===== config.mk =====
export PLATFORM = sky130hd
export DESIGN_NAME = ring_smp_writer
export DESIGN_NICKNAME = d
export VERILOG_FILES = /design/src/rtl/daq_ring_pkg.sv /design/src/rtl/ring_win_tracker.sv /design/src/rtl/ring_smp_writer.sv
export SDC_FILE = /design/constraint.sdc
export NUM_CORES = 1
export LEC_CHECK = 0
export CORE_MARGIN = 4
export CORE_UTILIZATION = 43
export CTS_CLUSTER_SIZE = 16
export DETAILED_ROUTE_END_ITERATION = 12
export PLACE_DENSITY = 0.7
export SYNTH_ARGS = -nofsm -noshare
export SYNTH_HDL_FRONTEND = slang
export SYNTH_SLANG_ARGS = --single-unit
export TNS_END_PERCENT = 50

===== constraint.sdc =====
create_clock -name CLK -period 16.4 [get_ports CLK]
set_input_delay 2.46 -clock CLK [delete_from_list [all_inputs] [get_ports CLK]]
set_output_delay 2.46 -clock CLK [all_outputs]
set_load 0.1 [all_outputs]

===== src/rtl/daq_ring_pkg.sv =====
// Shared widths, field layouts and helpers for the DAQ ring-buffer producer.
package daq_ring_pkg;

  localparam int L1ACNT_W    = 24;
  localparam int L1AMCNT_W   = 12;
  localparam int RING_DW     = 12;

  localparam int L1A_SMP_W   = 38;
  localparam int L1ACNT_LSB  = 0;
  localparam int L1AMCNT_LSB = 24;
  localparam int MATCH_BIT   = 36;
  localparam int PHASE_BIT   = 37;

  localparam int OVRLP_SMP_W = 6;
  localparam int OVLP_CNT_W  = 4;
  localparam int OVLP_BIT    = 4;
  localparam int MULTI_BIT   = 5;

  // Active-window count width; covers up to 31 trackers.
  localparam int ACT_W       = 5;

  typedef struct packed {
    logic                 phase;
    logic                 match;
    logic [L1AMCNT_W-1:0] l1amcnt;
    logic [L1ACNT_W-1:0]  l1acnt;
  } l1a_tag_t;

  typedef struct packed {
    logic                  multi_ovlp;
    logic                  ovlp;
    logic [OVLP_CNT_W-1:0] ovlp_cnt;
  } ovrlp_t;

  function automatic logic [OVLP_CNT_W-1:0] sat_ovlp_cnt(input logic [ACT_W-1:0] active);
    logic [ACT_W-1:0] others;
    others = (active == 5'd0) ? 5'd0 : (active - 5'd1);
    return (others > 5'd15) ? 4'd15 : others[OVLP_CNT_W-1:0];
  endfunction

endpackage


===== src/rtl/ring_win_tracker.sv =====
// Readout-window down-counters: free-slot pick, active count and per-sample decrement.
module ring_win_tracker
  import daq_ring_pkg::*;
#(
  parameter int NWIN   = 8,
  parameter int SMAX_W = 7
) (
  input  logic                  i_clk,
  input  logic                  i_rst,
  input  logic                  i_smp_en,
  input  logic                  i_load,
  input  logic [SMAX_W-1:0]     i_samp_max,
  output logic [OVLP_CNT_W-1:0] o_ovlp_cnt,
  output logic                  o_ovlp,
  output logic                  o_multi_ovlp,
  output logic                  o_ovf
);

  localparam int IDX_W = $clog2(NWIN);

  logic [SMAX_W-1:0] r_cnt    [NWIN];
  logic [SMAX_W-1:0] w_loaded [NWIN];
  logic              w_free_vld;
  logic              w_hit;
  logic              w_load_ok;
  logic [IDX_W-1:0]  w_free_idx;
  logic [ACT_W-1:0]  w_active;

  // Lowest free slot, tracker view after the load, and overlap from that view.
  always_comb begin
    w_free_vld = 1'b0;
    w_free_idx = '0;
    w_hit      = 1'b0;
    for (int i = 0; i < NWIN; i++) begin
      w_hit      = ~w_free_vld & (r_cnt[i] == '0);
      w_free_idx = w_hit ? IDX_W'(i) : w_free_idx;
      w_free_vld = w_free_vld | w_hit;
    end
    w_load_ok = i_load & w_free_vld;
    o_ovf     = i_load & ~w_free_vld;
    w_active  = '0;
    for (int i = 0; i < NWIN; i++) begin
      w_loaded[i] = (w_load_ok && (w_free_idx == IDX_W'(i))) ? i_samp_max : r_cnt[i];
      w_active    = w_active + ACT_W'(w_loaded[i] != '0);
    end
    o_ovlp_cnt   = sat_ovlp_cnt(w_active);
    o_ovlp       = (w_active >= 5'd2);
    o_multi_ovlp = (w_active >= 5'd3);
  end

  // Each open window consumes one sample per strobe, after any load.
  always_ff @(posedge i_clk) begin
    if (i_rst) begin
      for (int i = 0; i < NWIN; i++) r_cnt[i] <= '0;
    end else if (i_smp_en) begin
      for (int i = 0; i < NWIN; i++)
        r_cnt[i] <= (w_loaded[i] != '0) ? (w_loaded[i] - SMAX_W'(1)) : '0;
    end
  end

endmodule


===== src/rtl/ring_smp_writer.sv =====
// Producer side of the DAQ ring buffer: sample writes, L1A tagging and window overlap.
module ring_smp_writer
  import daq_ring_pkg::*;
#(
  parameter int NWIN   = 8,
  parameter int SMAX_W = 7
) (
  input  logic                   CLK,
  input  logic                   RST_RESYNC,
  input  logic                   SMP_EN,
  input  logic [RING_DW-1:0]     ADC_DATA,
  input  logic                   L1A,
  input  logic                   L1A_MATCH,
  input  logic                   L1A_PHASE,
  input  logic [SMAX_W-1:0]      SAMP_MAX,
  output logic [RING_DW-1:0]     WDATA,
  output logic                   WREN,
  output logic [L1A_SMP_W-1:0]   L1A_SMP_DATA,
  output logic [OVRLP_SMP_W-1:0] OVRLP_SMP_DATA,
  output logic                   L1A_WRT_EN,
  output logic                   L1A_LOST,
  output logic                   WIN_OVF,
  output logic [L1ACNT_W-1:0]    L1A_CNT
);

  logic [RING_DW-1:0]   r_wdata;
  logic                 r_wren;
  l1a_tag_t             r_l1a_smp_data;
  ovrlp_t               r_ovrlp;
  logic                 r_l1a_wrt_en;
  logic                 r_l1a_lost;
  logic                 r_win_ovf;
  logic [L1ACNT_W-1:0]  r_l1acnt;
  logic [L1AMCNT_W-1:0] r_l1amcnt;
  logic                 r_pend_vld;
  l1a_tag_t             r_pend_tag;

  l1a_tag_t              w_new_tag;
  l1a_tag_t              w_cur_tag;
  logic                  w_attach;
  logic                  w_load_req;
  logic [OVLP_CNT_W-1:0] w_ovlp_cnt;
  logic                  w_ovlp;
  logic                  w_multi_ovlp;
  logic                  w_ovf;

  // A same-cycle L1A supersedes any pending tag and can attach immediately.
  always_comb begin
    w_new_tag  = {L1A_PHASE, L1A_MATCH, r_l1amcnt, r_l1acnt};
    w_cur_tag  = L1A ? w_new_tag : r_pend_tag;
    w_attach   = SMP_EN & (L1A | r_pend_vld);
    w_load_req = w_attach & w_cur_tag.match & (SAMP_MAX != '0);
  end

  ring_win_tracker #(
    .NWIN   (NWIN),
    .SMAX_W (SMAX_W)
  ) u_win (
    .i_clk        (CLK),
    .i_rst        (RST_RESYNC),
    .i_smp_en     (SMP_EN),
    .i_load       (w_load_req),
    .i_samp_max   (SAMP_MAX),
    .o_ovlp_cnt   (w_ovlp_cnt),
    .o_ovlp       (w_ovlp),
    .o_multi_ovlp (w_multi_ovlp),
    .o_ovf        (w_ovf)
  );

  // Ring write word and per-sample tag/overlap outputs.
  always_ff @(posedge CLK) begin
    if (RST_RESYNC) begin
      r_wren         <= 1'b0;
      r_wdata        <= '0;
      r_ovrlp        <= '0;
      r_l1a_wrt_en   <= 1'b0;
      r_l1a_smp_data <= '0;
      r_l1a_lost     <= 1'b0;
      r_win_ovf      <= 1'b0;
    end else begin
      r_wren       <= SMP_EN;
      r_l1a_wrt_en <= w_attach;
      r_l1a_lost   <= L1A & r_pend_vld;
      r_win_ovf    <= w_ovf;
      if (SMP_EN) begin
        r_wdata <= ADC_DATA;
        r_ovrlp <= {w_multi_ovlp, w_ovlp, w_ovlp_cnt};
      end
      if (w_attach) r_l1a_smp_data <= w_cur_tag;
    end
  end

  // L1A counters and the single-entry pending tag.
  always_ff @(posedge CLK) begin
    if (RST_RESYNC) begin
      r_l1acnt   <= '0;
      r_l1amcnt  <= '0;
      r_pend_vld <= 1'b0;
      r_pend_tag <= '0;
    end else begin
      if (L1A) begin
        r_l1acnt  <= r_l1acnt + 24'd1;
        r_l1amcnt <= r_l1amcnt + L1AMCNT_W'(L1A_MATCH);
      end
      if (w_attach) begin
        r_pend_vld <= 1'b0;
      end else if (L1A) begin
        r_pend_vld <= 1'b1;
        r_pend_tag <= w_new_tag;
      end
    end
  end

  assign WDATA          = r_wdata;
  assign WREN           = r_wren;
  assign L1A_SMP_DATA   = r_l1a_smp_data;
  assign OVRLP_SMP_DATA = r_ovrlp;
  assign L1A_WRT_EN     = r_l1a_wrt_en;
  assign L1A_LOST       = r_l1a_lost;
  assign WIN_OVF        = r_win_ovf;
  assign L1A_CNT        = r_l1acnt;

endmodule


==> results of run 1 <==
[state kept, by name (all words and copies together), names as in the netlist]
name / count
u_win.r_cnt: 56
L1A_SMP_DATA: 38
r_pend_tag: 38
L1A_CNT: 24
WDATA: 12
r_l1amcnt: 12
OVRLP_SMP_DATA: 6
L1A_LOST: 1
L1A_WRT_EN: 1
WIN_OVF: 1
WREN: 1
r_pend_vld: 1
[report_power, final]
part | leakage (nW) | switching, mW | internal (mW)
logic | 2.10 | 0.177 | 0.0882
registers | 1.71 | 0.0251 | 0.516
clock network | 0.300 | 0.220 | 0.213
total | 4.11 | 0.422 | 0.817
[path summary, 6_finish.rpt]
path,depth (start not counted),start,slack [ns],end
worst min register to register,2,L1A_SMP_DATA[30],0.46,L1A_SMP_DATA[30]
worst max register to register,18,r_pend_vld,10.47,OVRLP_SMP_DATA[0]
worst max-delay path,19,SAMP_MAX[5],7.78,OVRLP_SMP_DATA[0]
worst min-delay path,2,L1A_SMP_DATA[30],0.46,L1A_SMP_DATA[30]
[worst max-delay path, cell delays in order]
cell and delay [ns]:
clkdlybuf4s50_1 0.79, or4_1 0.50, nor4_4 0.10, or2_2 0.36, nor3_1 0.99, a21oi_1 0.26, ha_1 0.25, nand3_1 0.08
a21o_1 0.15, ha_1 0.27, fa_1 0.53, inv_1 0.05, fa_1 0.51, fa_1 0.48, fa_1 0.43, xnor2_1 0.17
nor2_1 0.22, nand2_1 0.08, a32o_1 0.25
[per-stage QoR]
step | worst slack (ns) | total power, mW | cell area (sq um) | std cells
CTS | 7.87 | 1.25 | 11000 | 1301
floorplan | 8.84 | 0.747 | 9080 | 931
global placement | 7.67 | 0.812 | 10400 | 1269
global route | 7.44 | 1.30 | 11000 | 1301
detailed placement | 7.45 | 0.815 | 10400 | 1269
finish | 7.78 | 1.24 | 11000 | 1301
[cells by family (layout without fill, tap and decap cells)]
family          Yosys count  after routing
simple gates            321            321
compound gates          235            235
flops                   191            191
buf+inv                  63            163
mux                      54             54
xor+xnor                 43             43
fa+ha+maj                24             24
[layout by cell type (no fill, tap or decap), types with 15 or more instances in the layout]
cell type	count
edfxtp_1	56
dfxtp_1	135
a21oi_1	52
nand3_1	19
mux2i_1	54
a22o_1	39
or3_1	17
nor2_1	102
a211o_1	15
o21ai_0	48
nor3_1	18
ha_1	20
clkdlybuf4s50_1	106
clkbuf_16	17
xor2_1	33
nand2_1	94
[metal layers]
metal | vias up | GRT usage
met5 | - | 0
met4 | 0 | 0.0597
met3 | 38 | 0.0421
met2 | 233 | 0.305
met1 | 3534 | 0.268
li1 | 3594 | -
[cell type report]
class	count	area (sq um)
tap	270	338
timing repair buffer	118	1150
sequential	191	4380
multi-input combinational	677	4450
inverter	13	48.8
clock inverter	15	205
clock buffer	17	425
fill	1842	9500
==> impl_metrics.prom, run 1 <==
# TYPE chip_impl_metric gauge
chip_impl_info{name="run_status",value="finished, final reports clean"} 1
chip_impl_metric{name="sequential_element_share_of_the_synthesized_area",unit=""} 0.483
chip_impl_metric{name="die-area",unit="sq um"} 23500
chip_impl_info{name="synth-main-ff-cell",value="dfxtp_1"} 1
chip_impl_metric{name="post_cts_setup_buffer_count",unit=""} 0
chip_impl_info{name="top_layer_used",value="met4"} 1
chip_impl_metric{name="met3_length",unit="mm"} 1.34
chip_impl_info{name="post_synth_most_frequent_cells",value="dfxtp_1 (135), nor2_1 (103), nand2_1 (94)"} 1
chip_impl_metric{name="initial_core_util",unit=""} 0.443
chip_impl_metric{name="syn-num-nets",unit=""} 980
chip_impl_metric{name="crit_required",unit="ns"} 16.74
chip_impl_metric{name="report.final.setup_viol",unit=""} 0
chip_impl_metric{name="routedLengthMet1",unit="mm"} 10.7
chip_impl_metric{name="wire_length_on_met2",unit="mm"} 10.3
chip_impl_metric{name="ys_ff_latch",unit=""} 191
chip_impl_metric{name="worst_pin_slew",unit="ns"} 1.23
chip_impl_info{name="crit_path_end_kind",value="flop"} 1
chip_impl_metric{name="cts.repair.resized",unit=""} 0
chip_impl_metric{name="drt_first_iter_violations",unit=""} 497
chip_impl_info{name="path_class",value="in -> reg"} 1
chip_impl_metric{name="wire_length_of_the_first_global_routing_pass",unit="mm"} 37.7
chip_impl_metric{name="timing.hold.ws",unit="ns"} 0.457
chip_impl_metric{name="timing.critical_path.arrival",unit="ns"} 8.95
chip_impl_info{name="cts-root-buf",value="clkbuf_16"} 1
chip_impl_metric{name="totalNegativeSetupSlack",unit="ns"} 0
chip_impl_metric{name="ios",unit=""} 109
chip_impl_metric{name="synthAdderAreaFrac",unit=""} 0.0364
chip_impl_metric{name="portBuffers",unit=""} 108
chip_impl_metric{name="htreeDepth",unit=""} 4
chip_impl_metric{name="tritoncts.num_buffers",unit=""} 17
chip_impl_metric{name="fraction_of_the_core_area_covered_by_cells_at_the_end_of_the_flow",unit=""} 0.537
chip_impl_metric{name="yosys_warnings",unit=""} 0
chip_impl_metric{name="globalRouteOverflowTotal",unit=""} 0
chip_impl_metric{name="remaining_drcs",unit=""} 0
chip_impl_metric{name="simple_gate_share_of_the_synthesized_area",unit=""} 0.170
chip_impl_metric{name="insertion_delay",unit="ns"} 0.45
chip_impl_metric{name="finalHoldViolCount",unit=""} 0
chip_impl_metric{name="synth_edf_count",unit=""} 56
chip_impl_metric{name="cts.sinks",unit=""} 191
chip_impl_info{name="synth_area_leaders",value="dfxtp_1 (30%), edfxtp_1 (19%), mux2i_1 (6.0%), nor2_1 (4.3%), nand2_1 (3.9%)"} 1
chip_impl_metric{name="detailroute.via_count",unit=""} 7399
chip_impl_metric{name="finalCritPeriodShare",unit=""} 0.526
chip_impl_info{name="rsz0062_at_grt",value="false"} 1
chip_impl_metric{name="power.leakage",unit="nW"} 4.11
chip_impl_metric{name="clkSlewWorstSetupHoldPaths",unit="ns"} 0.07
chip_impl_metric{name="post_route_cells_drive_above_1_share",unit=""} 0.0660
chip_impl_metric{name="cap_violations",unit=""} 0
chip_impl_metric{name="final_slew_viol_count",unit=""} 0
chip_impl_metric{name="post_synth_inst_count",unit=""} 931
chip_impl_metric{name="globalplace.congestion",unit=""} 0.856
chip_impl_metric{name="wl_per_cell",unit="um"} 17.5
chip_impl_metric{name="synthXorXnorAreaFrac",unit=""} 0.0415
chip_impl_metric{name="max-clock-path-buffers",unit=""} 2
chip_impl_metric{name="path_max_fanout",unit=""} 11
chip_impl_metric{name="mappedNetlistArea",unit="sq um"} 9080
chip_impl_metric{name="max_freq",unit="MHz"} 116
chip_impl_info{name="critPathLaunchType",value="input port"} 1
chip_impl_metric{name="compound_cell_area_share_of_the_yosys_netlist",unit=""} 0.181
chip_impl_metric{name="synth.area.mux_share",unit=""} 0.0595
chip_impl_metric{name="vdd_ir_drop_max",unit="mV"} 0.0776
chip_impl_metric{name="final.min_clock_period",unit="ns"} 8.62
chip_impl_metric{name="fin_skew",unit="ns"} 0.0155
chip_impl_metric{name="number_of_global_route_vias_before_repair",unit=""} 7206
chip_impl_metric{name="placementRows",unit=""} 52
chip_impl_metric{name="placeableCoreArea",unit="sq um"} 20500
chip_impl_metric{name="ys_async_sr_fraction",unit=""} 0
chip_impl_metric{name="grtUsageTotal",unit=""} 0.194
chip_impl_info{name="synth_top_family_by_area",value="compound AO/OA/AOI/OAI gates"} 1
chip_impl_metric{name="nets",unit=""} 1067
chip_impl_metric{name="power_density",unit="nW/um^2"} 113
chip_impl_metric{name="die_y",unit="um"} 153
chip_impl_info{name="yosysTopAreaCell",value="dfxtp_1"} 1
chip_impl_info{name="hold_path_class",value="reg -> reg"} 1
chip_impl_metric{name="cts-hold-fix-buffers",unit=""} 0
chip_impl_metric{name="relative_max_transition_margin",unit=""} 0.173
chip_impl_metric{name="floorplan.die.width",unit="um"} 153
chip_impl_metric{name="antenna_violations_before_repair",unit=""} 0
chip_impl_metric{name="routed_wirelength",unit="mm"} 22.7
chip_impl_metric{name="routed_via_density",unit=""} 5.69
chip_impl_metric{name="place_hpwl",unit="mm"} 15.1
chip_impl_metric{name="ant_nets",unit=""} 0
chip_impl_info{name="post-synth-top-count-cell",value="dfxtp_1"} 1
chip_impl_metric{name="post_synth.cell_area_avg",unit="sq um"} 9.76
chip_impl_info{name="tritoncts",value="yes"} 1
chip_impl_metric{name="grt_max_degree",unit=""} 64
chip_impl_metric{name="drt-pass1-iter-count",unit=""} 5
chip_impl_metric{name="syn_to_final_growth",unit="%"} 21.1
chip_impl_metric{name="synth_cell_types",unit=""} 67
chip_impl_metric{name="yosysTopAreaCellShare",unit=""} 0.298
chip_impl_metric{name="diodes",unit=""} 0
(Power assumes the default switching activity.)
==> inputs of run 2 (changes only) <==
Clock period 16.4 ns to 8.3 ns, I/O delays scaled along.
==> impl_metrics.prom, run 2 (synthesis gave the netlist of run 1 again) <==
# TYPE chip_impl_metric gauge
chip_impl_metric{name="pwr-share-seq",unit=""} 0.434
chip_impl_metric{name="nets",unit=""} 1070
chip_impl_info{name="crit_path_end_kind",value="flop"} 1
chip_impl_metric{name="max-clock-path-buffers",unit=""} 2
chip_impl_info{name="regMostFlops",value="u_win.r_cnt"} 1
chip_impl_metric{name="detailroute.via_count",unit=""} 7360
chip_impl_metric{name="path_max_fanout",unit=""} 11
chip_impl_info{name="hold_path_class",value="reg -> reg"} 1
chip_impl_metric{name="grt_max_degree",unit=""} 64
chip_impl_metric{name="finalHoldViolCount",unit=""} 0
chip_impl_metric{name="finish.instance_area",unit="sq um"} 11000
chip_impl_metric{name="remaining_drcs",unit=""} 0
chip_impl_metric{name="vdd_ir_drop_max",unit="mV"} 0.183
chip_impl_metric{name="number_of_global_route_vias_before_repair",unit=""} 7054
chip_impl_metric{name="fraction_of_the_core_area_covered_by_cells_at_the_end_of_the_flow",unit=""} 0.539
chip_impl_metric{name="wl_per_cell",unit="um"} 17.5
chip_impl_metric{name="totalNegativeSetupSlack",unit="ns"} 0
chip_impl_metric{name="fillerInstances",unit=""} 1834
chip_impl_metric{name="insertion_delay",unit="ns"} 0.45
chip_impl_metric{name="floorplan.die.width",unit="um"} 153
chip_impl_metric{name="intPower",unit="mW"} 1.62
chip_impl_metric{name="initial_core_util",unit=""} 0.443
chip_impl_metric{name="cts-hold-fix-buffers",unit=""} 0
chip_impl_metric{name="placeableCoreArea",unit="sq um"} 20500
chip_impl_info{name="critPathLaunchType",value="input port"} 1
chip_impl_metric{name="post_route_cells_drive_above_1_share",unit=""} 0.0696
chip_impl_info{name="path_class",value="in -> reg"} 1
chip_impl_metric{name="globalRouteOverflowTotal",unit=""} 0
chip_impl_info{name="crit_path_cell_trace",value="clkdlybuf4s50_1, or4_1, nor4_4, or2_2, nor3_1, buf_4, a21oi_1, ha_1, nand3_1, a21o_1, ha_1, fa_1, inv_1, fa_1, fa_1, fa_1, xnor2_1, nor2_1, o21ai_0, a22o_1"} 1
chip_impl_metric{name="drt-pass1-iter-count",unit=""} 5
chip_impl_metric{name="routed_via_density",unit=""} 5.64
chip_impl_metric{name="die_y",unit="um"} 153
chip_impl_info{name="run_status",value="finished, final reports clean"} 1
chip_impl_metric{name="power.leakage",unit="nW"} 4.13
chip_impl_metric{name="place_hpwl",unit="mm"} 15.3
chip_impl_metric{name="power_density",unit="nW/um^2"} 223
chip_impl_metric{name="wire_length_of_the_first_global_routing_pass",unit="mm"} 37.3
chip_impl_metric{name="max_stage_delay",unit="ns"} 0.65
chip_impl_metric{name="final.min_clock_period",unit="ns"} 6.62
chip_impl_metric{name="pwr-share-comb",unit=""} 0.212
chip_impl_metric{name="placementRows",unit=""} 52
chip_impl_metric{name="worst_pin_slew",unit="ns"} 1.08
chip_impl_info{name="mostFrequentLayoutCells",value="dfxtp_1 (135), clkdlybuf4s50_1 (106), nor2_1 (102), nand2_1 (94), edfxtp_1 (56)"} 1
chip_impl_info{name="critPathSlowestCell",value="clkdlybuf4s50_1"} 1
chip_impl_metric{name="portBuffers",unit=""} 108
chip_impl_metric{name="largest_reg_flops",unit=""} 56
chip_impl_metric{name="placed_area",unit="sq um"} 10400
chip_impl_metric{name="ant_nets",unit=""} 0
chip_impl_metric{name="routed_wirelength",unit="mm"} 22.8
chip_impl_metric{name="globalplace.congestion",unit=""} 0.865
chip_impl_metric{name="grtUsageTotal",unit=""} 0.192
chip_impl_metric{name="tritoncts.num_buffers",unit=""} 17
chip_impl_metric{name="antenna_violations_before_repair",unit=""} 1
chip_impl_metric{name="max_freq",unit="MHz"} 151
chip_impl_metric{name="cts.sinks",unit=""} 191
chip_impl_metric{name="final_slew_viol_count",unit=""} 0
chip_impl_metric{name="post_cts_setup_buffer_count",unit=""} 0
chip_impl_info{name="mostFrequentLayoutCell",value="dfxtp_1"} 1
chip_impl_metric{name="finalCritPeriodShare",unit=""} 0.798
chip_impl_metric{name="cap_violations",unit=""} 0
chip_impl_info{name="rsz0062_at_grt",value="false"} 1
chip_impl_metric{name="timing.hold.ws",unit="ns"} 0.458
chip_impl_info{name="cts-root-buf",value="clkbuf_16"} 1
chip_impl_metric{name="syn_to_final_growth",unit="%"} 21.5
chip_impl_metric{name="cts.repair.resized",unit=""} 0
chip_impl_metric{name="drt_first_iter_violations",unit=""} 568
chip_impl_metric{name="relative_max_transition_margin",unit=""} 0.281
chip_impl_metric{name="die-area",unit="sq um"} 23500
chip_impl_metric{name="power_switching_share",unit=""} 0.343
chip_impl_metric{name="report.final.setup_viol",unit=""} 0
chip_impl_metric{name="crit_required",unit="ns"} 8.63
chip_impl_metric{name="report.power.total",unit="mW"} 2.47
chip_impl_metric{name="htreeDepth",unit=""} 4
chip_impl_metric{name="power.share.clock",unit=""} 0.354
chip_impl_metric{name="fin_skew",unit="ns"} 0.0141
chip_impl_metric{name="ios",unit=""} 109
chip_impl_metric{name="timing.critical_path.arrival",unit="ns"} 6.95
chip_impl_metric{name="clkSlewWorstSetupHoldPaths",unit="ns"} 0.09
chip_impl_info{name="worst_path_most_repeated_cell",value="fa_1"} 1
chip_impl_metric{name="power.switching",unit="uW"} 846
chip_impl_info{name="tritoncts",value="yes"} 1
run 2: changes by cell type in the layout (fill, tap and decap cells not counted):
cell	previous run	this run
buf_4	10	13
and2_2	0	1
and2_1	5	4
inv_8	3	2
clkinv_8	5	4
inv_6	2	1
inv_12	4	7
diode_2	0	1
run 2: worst paths after layout:
kind	slack, ns	start	cells after the start	endpoint
worst max-delay path	1.68	SAMP_MAX[5]	20	OVRLP_SMP_DATA[5]
worst max register to register	2.55	u_win.r_cnt[0][2]	19	OVRLP_SMP_DATA[5]
worst min register to register	0.46	L1A_SMP_DATA[9]	2	L1A_SMP_DATA[9]
worst min-delay path	0.46	L1A_SMP_DATA[9]	2	L1A_SMP_DATA[9]
run 2: per-stage QoR:
step                      std cells  setup WS [ns]
after detailed placement       1272           1.30
after global placement         1272           1.40
final                          1305           1.68
after CTS                      1304           1.74
after floorplan                 931           1.96
after global routing           1305           1.38
run 2: area by class of cell:
| class | count | area, sq um | area share |
|---|---|---|---|
| flip-flops and latches | 191 | 4380 | 0.397 |
| clock inverters | 15 | 218 | 0.0197 |
| repair buffers | 121 | 1170 | 0.106 |
| diodes | 1 | 2.50 | 0.000227 |
| inverters | 13 | 48.8 | 0.00442 |
| clock buffers | 17 | 425 | 0.0385 |
| multi-input cells | 677 | 4450 | 0.403 |
| well taps | 270 | 338 | 0.0306 |
run 2: metal layers:
layer,share of wire,up-vias,global-route usage
met4,0.013,0,0.0526
li1,-,3607,-
met1,0.47,3485,0.269
met5,0,-,0
met3,0.072,23,0.0472
met2,0.45,245,0.297
run 2: critical path: cells and delay by family:
kind                     cells  cell delay, ns
AND/OR/NAND/NOR              6            1.41
AO/OA/AOI/OAI                4            0.77
XOR/XNOR                     1            0.17
buffers and inverters        3            0.89
adder cells (fa/ha/maj)      6            2.47
run 2: power by group through the flow:
stage          Combinational (mW)  Clock [mW]  Sequential (mW)
6_report                    0.523       0.873             1.07
5_1_grt                     0.571       0.933             1.08
4_1_cts                     0.523       0.893             1.07
3_5_place_dp                0.519           0             1.09
3_3_place_gp                0.514           0             1.09
2_1_floorplan               0.289           0             1.19
==> inputs of run 3 (changes only) <==
Clock period 8.3 ns to 6.1 ns, I/O delays scaled along.
==> impl_metrics.prom, run 3 (synthesis gave the netlist of run 1 again) <==
# TYPE chip_impl_metric gauge
chip_impl_metric{name="insertion_delay",unit="ns"} 0.44
chip_impl_metric{name="tritoncts.num_buffers",unit=""} 17
chip_impl_metric{name="report.final.setup_viol",unit=""} 0
chip_impl_metric{name="cts.sinks",unit=""} 191
chip_impl_metric{name="die-area",unit="sq um"} 23500
chip_impl_metric{name="initial_core_util",unit=""} 0.443
chip_impl_metric{name="relative_max_transition_margin",unit=""} 0.265
chip_impl_metric{name="timing.hold.ws",unit="ns"} 0.456
chip_impl_metric{name="syn_to_final_growth",unit="%"} 24.0
chip_impl_info{name="crit_path_end_kind",value="flop"} 1
chip_impl_info{name="mostFrequentLayoutCell",value="dfxtp_1"} 1
chip_impl_metric{name="ant_nets",unit=""} 0
chip_impl_info{name="regMostFlops",value="u_win.r_cnt"} 1
chip_impl_metric{name="fin_skew",unit="ns"} 0.0106
chip_impl_metric{name="htreeDepth",unit=""} 4
chip_impl_metric{name="grtUsageTotal",unit=""} 0.197
chip_impl_metric{name="cap_violations",unit=""} 0
chip_impl_info{name="rsz0062_at_grt",value="false"} 1
chip_impl_metric{name="fraction_of_the_core_area_covered_by_cells_at_the_end_of_the_flow",unit=""} 0.549
chip_impl_info{name="mostFrequentLayoutCells",value="dfxtp_1 (135), clkdlybuf4s50_1 (106), nor2_1 (101), nand2_1 (94), edfxtp_1 (56)"} 1
chip_impl_metric{name="placeableCoreArea",unit="sq um"} 20500
chip_impl_metric{name="nets",unit=""} 1101
chip_impl_metric{name="die_y",unit="um"} 153
chip_impl_metric{name="worst_pin_slew",unit="ns"} 1.10
chip_impl_metric{name="clkSlewWorstSetupHoldPaths",unit="ns"} 0.07
chip_impl_metric{name="fillerInstances",unit=""} 1829
chip_impl_metric{name="path_max_fanout",unit=""} 4
chip_impl_metric{name="finalHoldViolCount",unit=""} 0
chip_impl_metric{name="floorplan.die.width",unit="um"} 153
chip_impl_metric{name="wl_per_cell",unit="um"} 17.3
chip_impl_metric{name="globalplace.congestion",unit=""} 0.881
chip_impl_metric{name="routed_via_density",unit=""} 5.65
chip_impl_metric{name="report.power.total",unit="mW"} 3.36
chip_impl_metric{name="crit_required",unit="ns"} 6.44
chip_impl_metric{name="portBuffers",unit=""} 108
chip_impl_metric{name="vdd_ir_drop_max",unit="mV"} 0.224
chip_impl_metric{name="power_density",unit="nW/um^2"} 299
chip_impl_metric{name="final_slew_viol_count",unit=""} 0
chip_impl_metric{name="post_cts_setup_buffer_count",unit=""} 0
chip_impl_info{name="critPathLaunchType",value="input port"} 1
chip_impl_metric{name="drt-pass1-iter-count",unit=""} 5
chip_impl_metric{name="placementRows",unit=""} 52
chip_impl_metric{name="post_route_cells_drive_above_1_share",unit=""} 0.100
chip_impl_metric{name="max-clock-path-buffers",unit=""} 2
chip_impl_metric{name="dp_cell_count",unit=""} 1303
chip_impl_metric{name="largest_reg_flops",unit=""} 56
chip_impl_info{name="path_class",value="in -> reg"} 1
chip_impl_metric{name="power.leakage",unit="nW"} 4.27
chip_impl_info{name="run_status",value="finished, final reports clean"} 1
chip_impl_info{name="hold_path_class",value="reg -> reg"} 1
chip_impl_metric{name="number_of_global_route_vias_before_repair",unit=""} 7376
chip_impl_metric{name="drt_first_iter_violations",unit=""} 531
chip_impl_metric{name="place_hpwl",unit="mm"} 15.4
chip_impl_metric{name="detailroute.via_count",unit=""} 7549
chip_impl_metric{name="finalCritPeriodShare",unit=""} 0.953
chip_impl_metric{name="finalNonFillerCells",unit=""} 1336
chip_impl_metric{name="ios",unit=""} 109
chip_impl_metric{name="globalRouteOverflowTotal",unit=""} 0
chip_impl_metric{name="remaining_drcs",unit=""} 0
chip_impl_metric{name="grt_max_degree",unit=""} 62
chip_impl_info{name="tritoncts",value="yes"} 1
chip_impl_metric{name="routed_wirelength",unit="mm"} 23.1
chip_impl_metric{name="max_freq",unit="MHz"} 172
chip_impl_metric{name="timing.critical_path.arrival",unit="ns"} 6.15
chip_impl_info{name="cts-root-buf",value="clkbuf_16"} 1
chip_impl_metric{name="antenna_violations_before_repair",unit=""} 1
chip_impl_metric{name="totalNegativeSetupSlack",unit="ns"} 0
chip_impl_metric{name="wire_length_of_the_first_global_routing_pass",unit="mm"} 38.4
chip_impl_metric{name="final.min_clock_period",unit="ns"} 5.81
run 3: cell types whose count changed in the layout (fill, tap and decap cells not counted), moves of 2 or more:
cell	change
buf_4	+31
clkinv_8	+2
fa_1	-2
fa_2	+2
inv_12	-7
inv_6	+3
run 3: repair_timing:
| action | CTS | global route |
|---|---|---|
| hold buffers | 0 | 0 |
| gates resized for setup | 0 | 4 |
| endpoints found under the setup margin | 0 | 4 |
run 3: final timing paths:
check                                        start                 to  slack, ns  depth (start not counted)
worst max-delay path                   SAMP_MAX[2]  OVRLP_SMP_DATA[2]       0.29                         19
worst min-delay path               L1A_SMP_DATA[5]    L1A_SMP_DATA[5]       0.46                          2
worst max register to register  u_win.r_cnt[0][24]  OVRLP_SMP_DATA[2]       0.92                         19
worst min register to register     L1A_SMP_DATA[5]    L1A_SMP_DATA[5]       0.46                          2
run 3: routing by layer:
metal	track usage	share of wire	vias to the layer above
met5	0	0	-
met4	0.0563	0.015	0
met3	0.0421	0.068	21
met2	0.310	0.45	235
met1	0.276	0.47	3629
li1	-	-	3664
run 3: per-stage QoR:
step,setup WS [ns],instance area (sq um)
6_report,0.289,11300
5_1_grt,0.0283,11300
3_3_place_gp,-0.0818,10600
4_1_cts,0.148,11200
3_5_place_dp,-0.270,10600
2_1_floorplan,0.0875,9080
run 3: report_power, final:
| group | internal (mW) | leakage, nW | switching, mW |
|---|---|---|---|
| combinational | 0.280 | 2.26 | 0.491 |
| sequential | 1.39 | 1.71 | 0.0636 |
| clock | 0.591 | 0.297 | 0.551 |
run 3: cell type report:
type | count | area, sq um | share of cell area
well taps | 270 | 338 | 0.0300
clock inverters | 15 | 195 | 0.0173
multi-input cells | 677 | 4460 | 0.396
inverters | 13 | 48.8 | 0.00433
clock buffers | 17 | 425 | 0.0378
repair buffers | 152 | 1400 | 0.124
diodes | 1 | 2.50 | 0.000222
flip-flops and latches | 191 | 4380 | 0.389
run 3: worst max-delay path, stage by stage:
cell	delay, ns
clkdlybuf4s50_1	0.42
or4_4	0.57
nor4_4	0.32
or2_2	0.19
nor3_1	0.08
a21oi_1	0.24
ha_1	0.20
nand3_1	0.08
a21o_1	0.21
ha_1	0.34
fa_1	0.55
inv_1	0.06
fa_1	0.51
fa_2	0.43
fa_2	0.55
nand2_1	0.10
nor2_1	0.11
nand2_1	0.06
a311oi_1	0.23
